<file path="config.mk">
export PLATFORM = sky130hd
export DESIGN_NAME = axi_wr_arbiter_flat
export DESIGN_NICKNAME = d
export VERILOG_FILES = /design/src/rtl/axi_wr_arbiter_if.sv /design/src/rtl/axi_wr_arbiter.sv /design/src/flat_wrapper.sv
export SDC_FILE = /design/constraint.sdc
export NUM_CORES = 1
export LEC_CHECK = 0
export ABC_AREA = 1
export BUFFER_PORTS_ARGS = -buffer_cell sky130_fd_sc_hd__buf_4
export CORE_AREA = 2 2 147 149
export DETAILED_ROUTE_END_ITERATION = 12
export DIE_AREA = 0 0 149 151
export PLACE_DENSITY_LB_ADDON = 0.08
export SYNTH_ARGS = -nofsm -noshare
export SYNTH_HDL_FRONTEND = slang
export SYNTH_SLANG_ARGS = --single-unit
</file>
<file path="constraint.sdc">
create_clock -name axi_aclk -period 1.8 [get_ports axi_aclk]
set_input_delay 0.09 -clock axi_aclk [delete_from_list [all_inputs] [get_ports axi_aclk]]
set_output_delay 0.09 -clock axi_aclk [all_outputs]
set_load 0.1 [all_outputs]
</file>
<file path="src/rtl/axi_wr_arbiter_if.sv">
// Bundled requester-side and master-side AXI write channels for the write arbiter.
// slave: the arbiter's view; master: the environment (requesters plus downstream slave).
interface axi_wr_arbiter_if #(
    parameter int NREQ = 2,
    parameter int AW   = 32,
    parameter int DW   = 64
);
    logic [NREQ-1:0]        s_awvalid;
    logic [NREQ-1:0]        s_awready;
    logic [NREQ*AW-1:0]     s_awaddr;
    logic [NREQ*8-1:0]      s_awlen;
    logic [NREQ*3-1:0]      s_awsize;
    logic [NREQ*2-1:0]      s_awburst;
    logic [NREQ*DW-1:0]     s_wdata;
    logic [NREQ*DW/8-1:0]   s_wstrb;
    logic [NREQ-1:0]        s_wlast;
    logic [NREQ-1:0]        s_wvalid;
    logic [NREQ-1:0]        s_wready;
    logic [1:0]             s_bresp;
    logic [NREQ-1:0]        s_bvalid;
    logic [NREQ-1:0]        s_bready;

    logic [AW-1:0]          m_awaddr;
    logic [7:0]             m_awlen;
    logic [2:0]             m_awsize;
    logic [1:0]             m_awburst;
    logic                   m_awvalid;
    logic                   m_awready;
    logic [DW-1:0]          m_wdata;
    logic [DW/8-1:0]        m_wstrb;
    logic                   m_wlast;
    logic                   m_wvalid;
    logic                   m_wready;
    logic [1:0]             m_bresp;
    logic                   m_bvalid;
    logic                   m_bready;
    logic                   wlast_err;

    modport slave (
        input  s_awvalid, s_awaddr, s_awlen, s_awsize, s_awburst,
        input  s_wdata, s_wstrb, s_wlast, s_wvalid, s_bready,
        output s_awready, s_wready, s_bresp, s_bvalid,
        output m_awaddr, m_awlen, m_awsize, m_awburst, m_awvalid,
        output m_wdata, m_wstrb, m_wlast, m_wvalid, m_bready, wlast_err,
        input  m_awready, m_wready, m_bresp, m_bvalid
    );

    modport master (
        output s_awvalid, s_awaddr, s_awlen, s_awsize, s_awburst,
        output s_wdata, s_wstrb, s_wlast, s_wvalid, s_bready,
        input  s_awready, s_wready, s_bresp, s_bvalid,
        input  m_awaddr, m_awlen, m_awsize, m_awburst, m_awvalid,
        input  m_wdata, m_wstrb, m_wlast, m_wvalid, m_bready, wlast_err,
        output m_awready, m_wready, m_bresp, m_bvalid
    );
endinterface

</file>
<file path="src/rtl/axi_wr_arbiter.sv">
// Round-robin AXI write arbiter: NREQ requesters share one AW/W/B master port,
// one outstanding write at a time, W and B locked to the AW winner until its B handshake.
module axi_wr_arbiter #(
    parameter int NREQ = 2,
    parameter int AW   = 32,
    parameter int DW   = 64
) (
    input  logic             axi_aclk,
    input  logic             rst,
    axi_wr_arbiter_if.slave  bus
);
    localparam int GW = (NREQ > 1) ? $clog2(NREQ) : 1;
    localparam int SW = DW / 8;

    typedef enum logic [1:0] {IDLE, ADDR, DATA, RESP} state_t;

    state_t          state;
    logic [GW-1:0]   rr_ptr, grant, win_idx;
    logic            win_vld;
    logic [7:0]      len, beat_cnt;
    logic            beat;

    // Unpacked per-requester views keep every mux a plain array index.
    logic [AW-1:0]   awaddr_a  [NREQ];
    logic [7:0]      awlen_a   [NREQ];
    logic [2:0]      awsize_a  [NREQ];
    logic [1:0]      awburst_a [NREQ];
    logic [DW-1:0]   wdata_a   [NREQ];
    logic [SW-1:0]   wstrb_a   [NREQ];

    for (genvar i = 0; i < NREQ; i++) begin : g_unpack
        assign awaddr_a[i]  = bus.s_awaddr[i*AW +: AW];
        assign awlen_a[i]   = bus.s_awlen[i*8 +: 8];
        assign awsize_a[i]  = bus.s_awsize[i*3 +: 3];
        assign awburst_a[i] = bus.s_awburst[i*2 +: 2];
        assign wdata_a[i]   = bus.s_wdata[i*DW +: DW];
        assign wstrb_a[i]   = bus.s_wstrb[i*SW +: SW];
    end

    // First requesting index at or after rr_ptr, wrapping.
    always_comb begin
        logic [GW-1:0] idx;
        win_vld = 1'b0;
        win_idx = '0;
        idx     = '0;
        for (int k = 0; k < NREQ; k++) begin
            idx = GW'((int'(rr_ptr) + k) % NREQ);
            if (!win_vld && bus.s_awvalid[idx]) begin
                win_vld = 1'b1;
                win_idx = idx;
            end
        end
    end

    always_comb begin
        bus.s_awready = '0;
        if (state == IDLE && win_vld && !rst)
            bus.s_awready[win_idx] = 1'b1;
    end

    always_comb begin
        bus.m_wdata  = '0;
        bus.m_wstrb  = '0;
        bus.m_wvalid = 1'b0;
        bus.s_wready = '0;
        if (state == DATA) begin
            bus.m_wdata          = wdata_a[grant];
            bus.m_wstrb          = wstrb_a[grant];
            bus.m_wvalid         = bus.s_wvalid[grant];
            bus.s_wready[grant]  = bus.m_wready;
        end
    end

    assign bus.m_wlast = (state == DATA) && (beat_cnt == len);
    assign beat        = bus.m_wvalid && bus.m_wready;

    always_comb begin
        bus.s_bvalid = '0;
        bus.s_bresp  = '0;
        bus.m_bready = 1'b0;
        if (state == RESP) begin
            bus.s_bvalid[grant] = bus.m_bvalid;
            bus.s_bresp         = bus.m_bresp;
            bus.m_bready        = bus.s_bready[grant];
        end
    end

    always_ff @(posedge axi_aclk) begin
        if (rst) begin
            state         <= IDLE;
            rr_ptr        <= '0;
            grant         <= '0;
            len           <= '0;
            beat_cnt      <= '0;
            bus.m_awaddr  <= '0;
            bus.m_awlen   <= '0;
            bus.m_awsize  <= '0;
            bus.m_awburst <= '0;
            bus.m_awvalid <= 1'b0;
            bus.wlast_err <= 1'b0;
        end else begin
            bus.wlast_err <= 1'b0;
            case (state)
                IDLE: if (win_vld) begin
                    grant         <= win_idx;
                    len           <= awlen_a[win_idx];
                    bus.m_awaddr  <= awaddr_a[win_idx];
                    bus.m_awlen   <= awlen_a[win_idx];
                    bus.m_awsize  <= awsize_a[win_idx];
                    bus.m_awburst <= awburst_a[win_idx];
                    bus.m_awvalid <= 1'b1;
                    state         <= ADDR;
                end
                ADDR: if (bus.m_awready) begin
                    bus.m_awvalid <= 1'b0;
                    beat_cnt      <= '0;
                    state         <= DATA;
                end
                // The requester's own last flag is only audited; the beat counter decides.
                DATA: if (beat) begin
                    beat_cnt      <= beat_cnt + 8'd1;
                    bus.wlast_err <= (bus.s_wlast[grant] != bus.m_wlast);
                    if (bus.m_wlast)
                        state <= RESP;
                end
                RESP: if (bus.m_bvalid && bus.m_bready) begin
                    rr_ptr <= (int'(grant) == NREQ - 1) ? '0 : grant + GW'(1);
                    state  <= IDLE;
                end
                default: state <= IDLE;
            endcase
        end
    end
endmodule

</file>
<file path="src/flat_wrapper.sv">
// flat-port wrapper written by rule: the top's interface ports become plain ports
module axi_wr_arbiter_flat 
#(
    parameter int NREQ = 2,
    parameter int AW   = 32,
    parameter int DW   = 64
)
  (axi_aclk, rst, bus_s_awvalid, bus_s_awaddr, bus_s_awlen, bus_s_awsize, bus_s_awburst, bus_s_wdata, bus_s_wstrb, bus_s_wlast, bus_s_wvalid, bus_s_bready, bus_s_awready, bus_s_wready, bus_s_bresp, bus_s_bvalid, bus_m_awaddr, bus_m_awlen, bus_m_awsize, bus_m_awburst, bus_m_awvalid, bus_m_wdata, bus_m_wstrb, bus_m_wlast, bus_m_wvalid, bus_m_bready, bus_wlast_err, bus_m_awready, bus_m_wready, bus_m_bresp, bus_m_bvalid);
  axi_wr_arbiter_if #(.NREQ(NREQ), .AW(AW), .DW(DW)) bus_i ();
  input  logic axi_aclk;
  input  logic rst;
  input wire logic [$bits(bus_i.s_awvalid)-1:0] bus_s_awvalid;
  input wire logic [$bits(bus_i.s_awaddr)-1:0] bus_s_awaddr;
  input wire logic [$bits(bus_i.s_awlen)-1:0] bus_s_awlen;
  input wire logic [$bits(bus_i.s_awsize)-1:0] bus_s_awsize;
  input wire logic [$bits(bus_i.s_awburst)-1:0] bus_s_awburst;
  input wire logic [$bits(bus_i.s_wdata)-1:0] bus_s_wdata;
  input wire logic [$bits(bus_i.s_wstrb)-1:0] bus_s_wstrb;
  input wire logic [$bits(bus_i.s_wlast)-1:0] bus_s_wlast;
  input wire logic [$bits(bus_i.s_wvalid)-1:0] bus_s_wvalid;
  input wire logic [$bits(bus_i.s_bready)-1:0] bus_s_bready;
  output wire logic [$bits(bus_i.s_awready)-1:0] bus_s_awready;
  output wire logic [$bits(bus_i.s_wready)-1:0] bus_s_wready;
  output wire logic [$bits(bus_i.s_bresp)-1:0] bus_s_bresp;
  output wire logic [$bits(bus_i.s_bvalid)-1:0] bus_s_bvalid;
  output wire logic [$bits(bus_i.m_awaddr)-1:0] bus_m_awaddr;
  output wire logic [$bits(bus_i.m_awlen)-1:0] bus_m_awlen;
  output wire logic [$bits(bus_i.m_awsize)-1:0] bus_m_awsize;
  output wire logic [$bits(bus_i.m_awburst)-1:0] bus_m_awburst;
  output wire logic [$bits(bus_i.m_awvalid)-1:0] bus_m_awvalid;
  output wire logic [$bits(bus_i.m_wdata)-1:0] bus_m_wdata;
  output wire logic [$bits(bus_i.m_wstrb)-1:0] bus_m_wstrb;
  output wire logic [$bits(bus_i.m_wlast)-1:0] bus_m_wlast;
  output wire logic [$bits(bus_i.m_wvalid)-1:0] bus_m_wvalid;
  output wire logic [$bits(bus_i.m_bready)-1:0] bus_m_bready;
  output wire logic [$bits(bus_i.wlast_err)-1:0] bus_wlast_err;
  input wire logic [$bits(bus_i.m_awready)-1:0] bus_m_awready;
  input wire logic [$bits(bus_i.m_wready)-1:0] bus_m_wready;
  input wire logic [$bits(bus_i.m_bresp)-1:0] bus_m_bresp;
  input wire logic [$bits(bus_i.m_bvalid)-1:0] bus_m_bvalid;
  assign bus_i.s_awvalid = bus_s_awvalid;
  assign bus_i.s_awaddr = bus_s_awaddr;
  assign bus_i.s_awlen = bus_s_awlen;
  assign bus_i.s_awsize = bus_s_awsize;
  assign bus_i.s_awburst = bus_s_awburst;
  assign bus_i.s_wdata = bus_s_wdata;
  assign bus_i.s_wstrb = bus_s_wstrb;
  assign bus_i.s_wlast = bus_s_wlast;
  assign bus_i.s_wvalid = bus_s_wvalid;
  assign bus_i.s_bready = bus_s_bready;
  assign bus_s_awready = bus_i.s_awready;
  assign bus_s_wready = bus_i.s_wready;
  assign bus_s_bresp = bus_i.s_bresp;
  assign bus_s_bvalid = bus_i.s_bvalid;
  assign bus_m_awaddr = bus_i.m_awaddr;
  assign bus_m_awlen = bus_i.m_awlen;
  assign bus_m_awsize = bus_i.m_awsize;
  assign bus_m_awburst = bus_i.m_awburst;
  assign bus_m_awvalid = bus_i.m_awvalid;
  assign bus_m_wdata = bus_i.m_wdata;
  assign bus_m_wstrb = bus_i.m_wstrb;
  assign bus_m_wlast = bus_i.m_wlast;
  assign bus_m_wvalid = bus_i.m_wvalid;
  assign bus_m_bready = bus_i.m_bready;
  assign bus_wlast_err = bus_i.wlast_err;
  assign bus_i.m_awready = bus_m_awready;
  assign bus_i.m_wready = bus_m_wready;
  assign bus_i.m_bresp = bus_m_bresp;
  assign bus_i.m_bvalid = bus_m_bvalid;
  axi_wr_arbiter #(.NREQ(NREQ), .AW(AW), .DW(DW)) u_core (.axi_aclk(axi_aclk), .rst(rst), .bus(bus_i));
endmodule
</file>
==> run metrics <==
clock share of power=10.1%; #FFs+latches synth=59; total global routing overflow=0; switching power=9000 µW; Global Route Usage Sum=17.2%; Min-Delay Path Depth=5; outcome=finished, final reports clean; CTS Sinks=59; pin count of the biggest net entering global routing=54; syn avg cell area=5.77 µm²; Pleak=0.00454 µW; Layout Skew=0.00410 ns; met1 Usage GRT=18.2%; R2R depth=12; reg-to-reg endpoint=u_core.bus.m_awsize[0]; worst rel slew slack=74.9%; Logic pwr share=77.4%; Reg-to-Reg Start=u_core.state[0]; full die area=22,500 µm²; Routed WL=20,700 µm; WHS=0.0443 ns; Final nets=1,371; Mapped Area=3970 µm²; syn nets=943; critical path data required time=1.71 ns; synth warn=0; Cell Int Power=6210 µW; Vias=5,806; Initial DRT Pass Iterations=4; RSZ-0062 raised after global routing=yes; GRT busiest layer=met2; hold endpoint=u_core.bus.m_awaddr[28]; Sw Share=59.2%; Setup Viol. Count Final=0; Ports=379; root buffer cell=clkbuf_16; via/cell ratio=4.16; clock latency on the worst-skew pair=0.32 ns; sequential-to-total area share from yosys stat=29.8%; Arr. time, crit path=1.64 ns; core area=20,800 µm²; Area Growth Syn to Fin=140%; register share of total power=12.4%; die width=149 µm; most common cell after layout, fill and taps aside=buf_4; HP Class=in2reg; final worst-path cycle share=96.0%; first-pass GRT wire length=30,100 µm; dpl hpwl=16,300 µm; ANT nets after route=0; min-delay src=bus_s_awaddr[28]; worst slew pin tran=0.373 ns; GR Layer Usage met2=32.6%; total power=15,200 µW; number of I/O port buffers=378; commonest cells after routing, fill and taps aside=321 x buf_4, 110 x inv_1, 88 x nand2_1; share of cells above drive strength 1=47.9%; Initial Util=19.1%; TritonCTS Buffers=9; Slew Viols, Final=0; Routed WL per cell=14.8 µm; pwr dens=1600 nW/µm²; # DRC=0; cell row count=53; vias in the first global route=5,590; Reg clk slew, reported paths=0.05 ns; DR iter-0 viols=195; Max Fanout on Critical Path=24; crit path launch type=register; synth unique cells=29; grt met3 use=5.15%; initial antenna violation count=2; Mapped Cells=688; chip height=151 µm; VDD IR-drop max=724 µV; Max Fclk=0.579 GHz; htree depth=3; min cycle time layout=1.73 ns; CTS max path bufs=2; FF-to-FF setup slack=0.14 ns; number of max-cap violations=0; Crit Path Class=reg2out; final hold viol count=0; Critical Path Sink Type=output port; gpl congestion=0.798; CTS tree=done
-- registers in the layout (all words and copies together) (netlist names) --
signal and count:
u_core.state 2, u_core.bus.m_awburst 2, u_core.beat_cnt 8, u_core.bus.wlast_err 1, u_core.rr_ptr 1, u_core.bus.m_awsize 3, u_core.grant 1, u_core.bus.m_awvalid 1
u_core.bus.m_awaddr 32, u_core.len 8
-- per-stage QoR --
step	area (µm²)	worst slack (ns)	cells	setup TNS (ns)	utilization, %
floorplan	4590	-0.326	688	-0.815	-
global placement	7840	0.0492	1328	0	37.6
detailed placement	7840	0.0670	1328	0	37.6
CTS	9130	-0.0249	1391	-0.392	43.8
global route	9530	-0.0349	1396	-0.190	45.8
finish	9540	0.0727	1397	0	45.8
-- synth_stat cells (all sizes together) --
library cell / n / area [µm²]
a21oi: 56 / 292
buf: 20 / 111
clkbuf: 18 / 67.6
clkinv: 1 / 5.00
dfxtp: 59 / 1180
ha: 6 / 75.1
inv: 119 / 447
mux2i: 1 / 10.0
nand2: 90 / 340
nand3: 11 / 60.1
nand3b: 1 / 7.51
nor2: 161 / 607
nor3: 7 / 35.0
nor4: 1 / 6.26
o21ai: 127 / 643
o21bai: 1 / 7.51
o31ai: 1 / 7.51
or2: 1 / 6.26
xnor2: 5 / 43.8
xor2: 2 / 17.5
-- critical path, stage by stage, from the launching register on --
cell     delay (ns)
dfxtp_1        0.31
inv_2          0.09
ha_4           0.23
buf_12         0.18
o21ai_0        0.16
nor2_4         0.11
buf_6          0.22
-- cell type report --
| type | count | area (µm²) |
|---|---|---|
| Fill cell | 2136 | 11300 |
| Inverter | 120 | 457 |
| Multi-Input combinational cell | 471 | 2790 |
| Tap cell | 275 | 344 |
| Antenna cell | 2 | 5.00 |
| Sequential cell | 59 | 1200 |
| Clock inverter | 3 | 15.0 |
| Clock buffer | 12 | 246 |
| Timing Repair Buffer | 455 | 4490 |
-- power groups by stage --
stage	logic (µW)	clock network, µW	registers (µW)
after global routing	12400	1640	1930
after CTS	11200	1590	1880
final	11800	1540	1890
after detailed placement	10300	0	1880
after floorplan	6010	0	3730
after global placement	10300	0	1890
-- what timing repair did --
action	CTS	global route
buffers inserted	1	3
pin swaps	1	1
gates resized for setup	137	118
endpoints found under the hold margin	48	0
hold buffers	46	0
cloned	1	1
setup endpoints to repair	75	81
-- cell families (layout without fill, tap and decap cells) --
kind of cell               after synthesis  after routing  share of synthesized area [%]
buffers and inverters                  158            590                           15.9
xor gates and xnor gates                 7              7                           1.54
adders and majority gates                6              6                           1.89
DFF                                     59             59                           29.8
muxes                                    1              1                          0.252
and+or+nand+nor                        272            272                           26.8
other                                    0              2                              0
AOI/OAI and AO/OA                      185            185                           23.9
-- how the worst max path moves through the flow --
stage | from | to | depth (start not counted) | slack [ns]
global route | u_core.state[0] | bus_s_awready[1] | 7 | -0.03
CTS | u_core.state[0] | bus_m_wdata[26] | 6 | -0.02
detailed placement | u_core.state[0] | u_core.beat_cnt[0] | 10 | 0.07
global placement | u_core.state[0] | u_core.beat_cnt[1] | 10 | 0.05
floorplan | u_core.grant | bus_s_bvalid[1] | 4 | -0.33
finish | u_core.state[0] | bus_m_wdata[60] | 6 | 0.07
-- metal layers --
layer  vias up  wire length (µm)
met5         -                 0
met4         0               446
met3        26              1790
met2       217             11000
met1      2571              7450
li1       2992                 -
(Power assumes the default switching activity.)
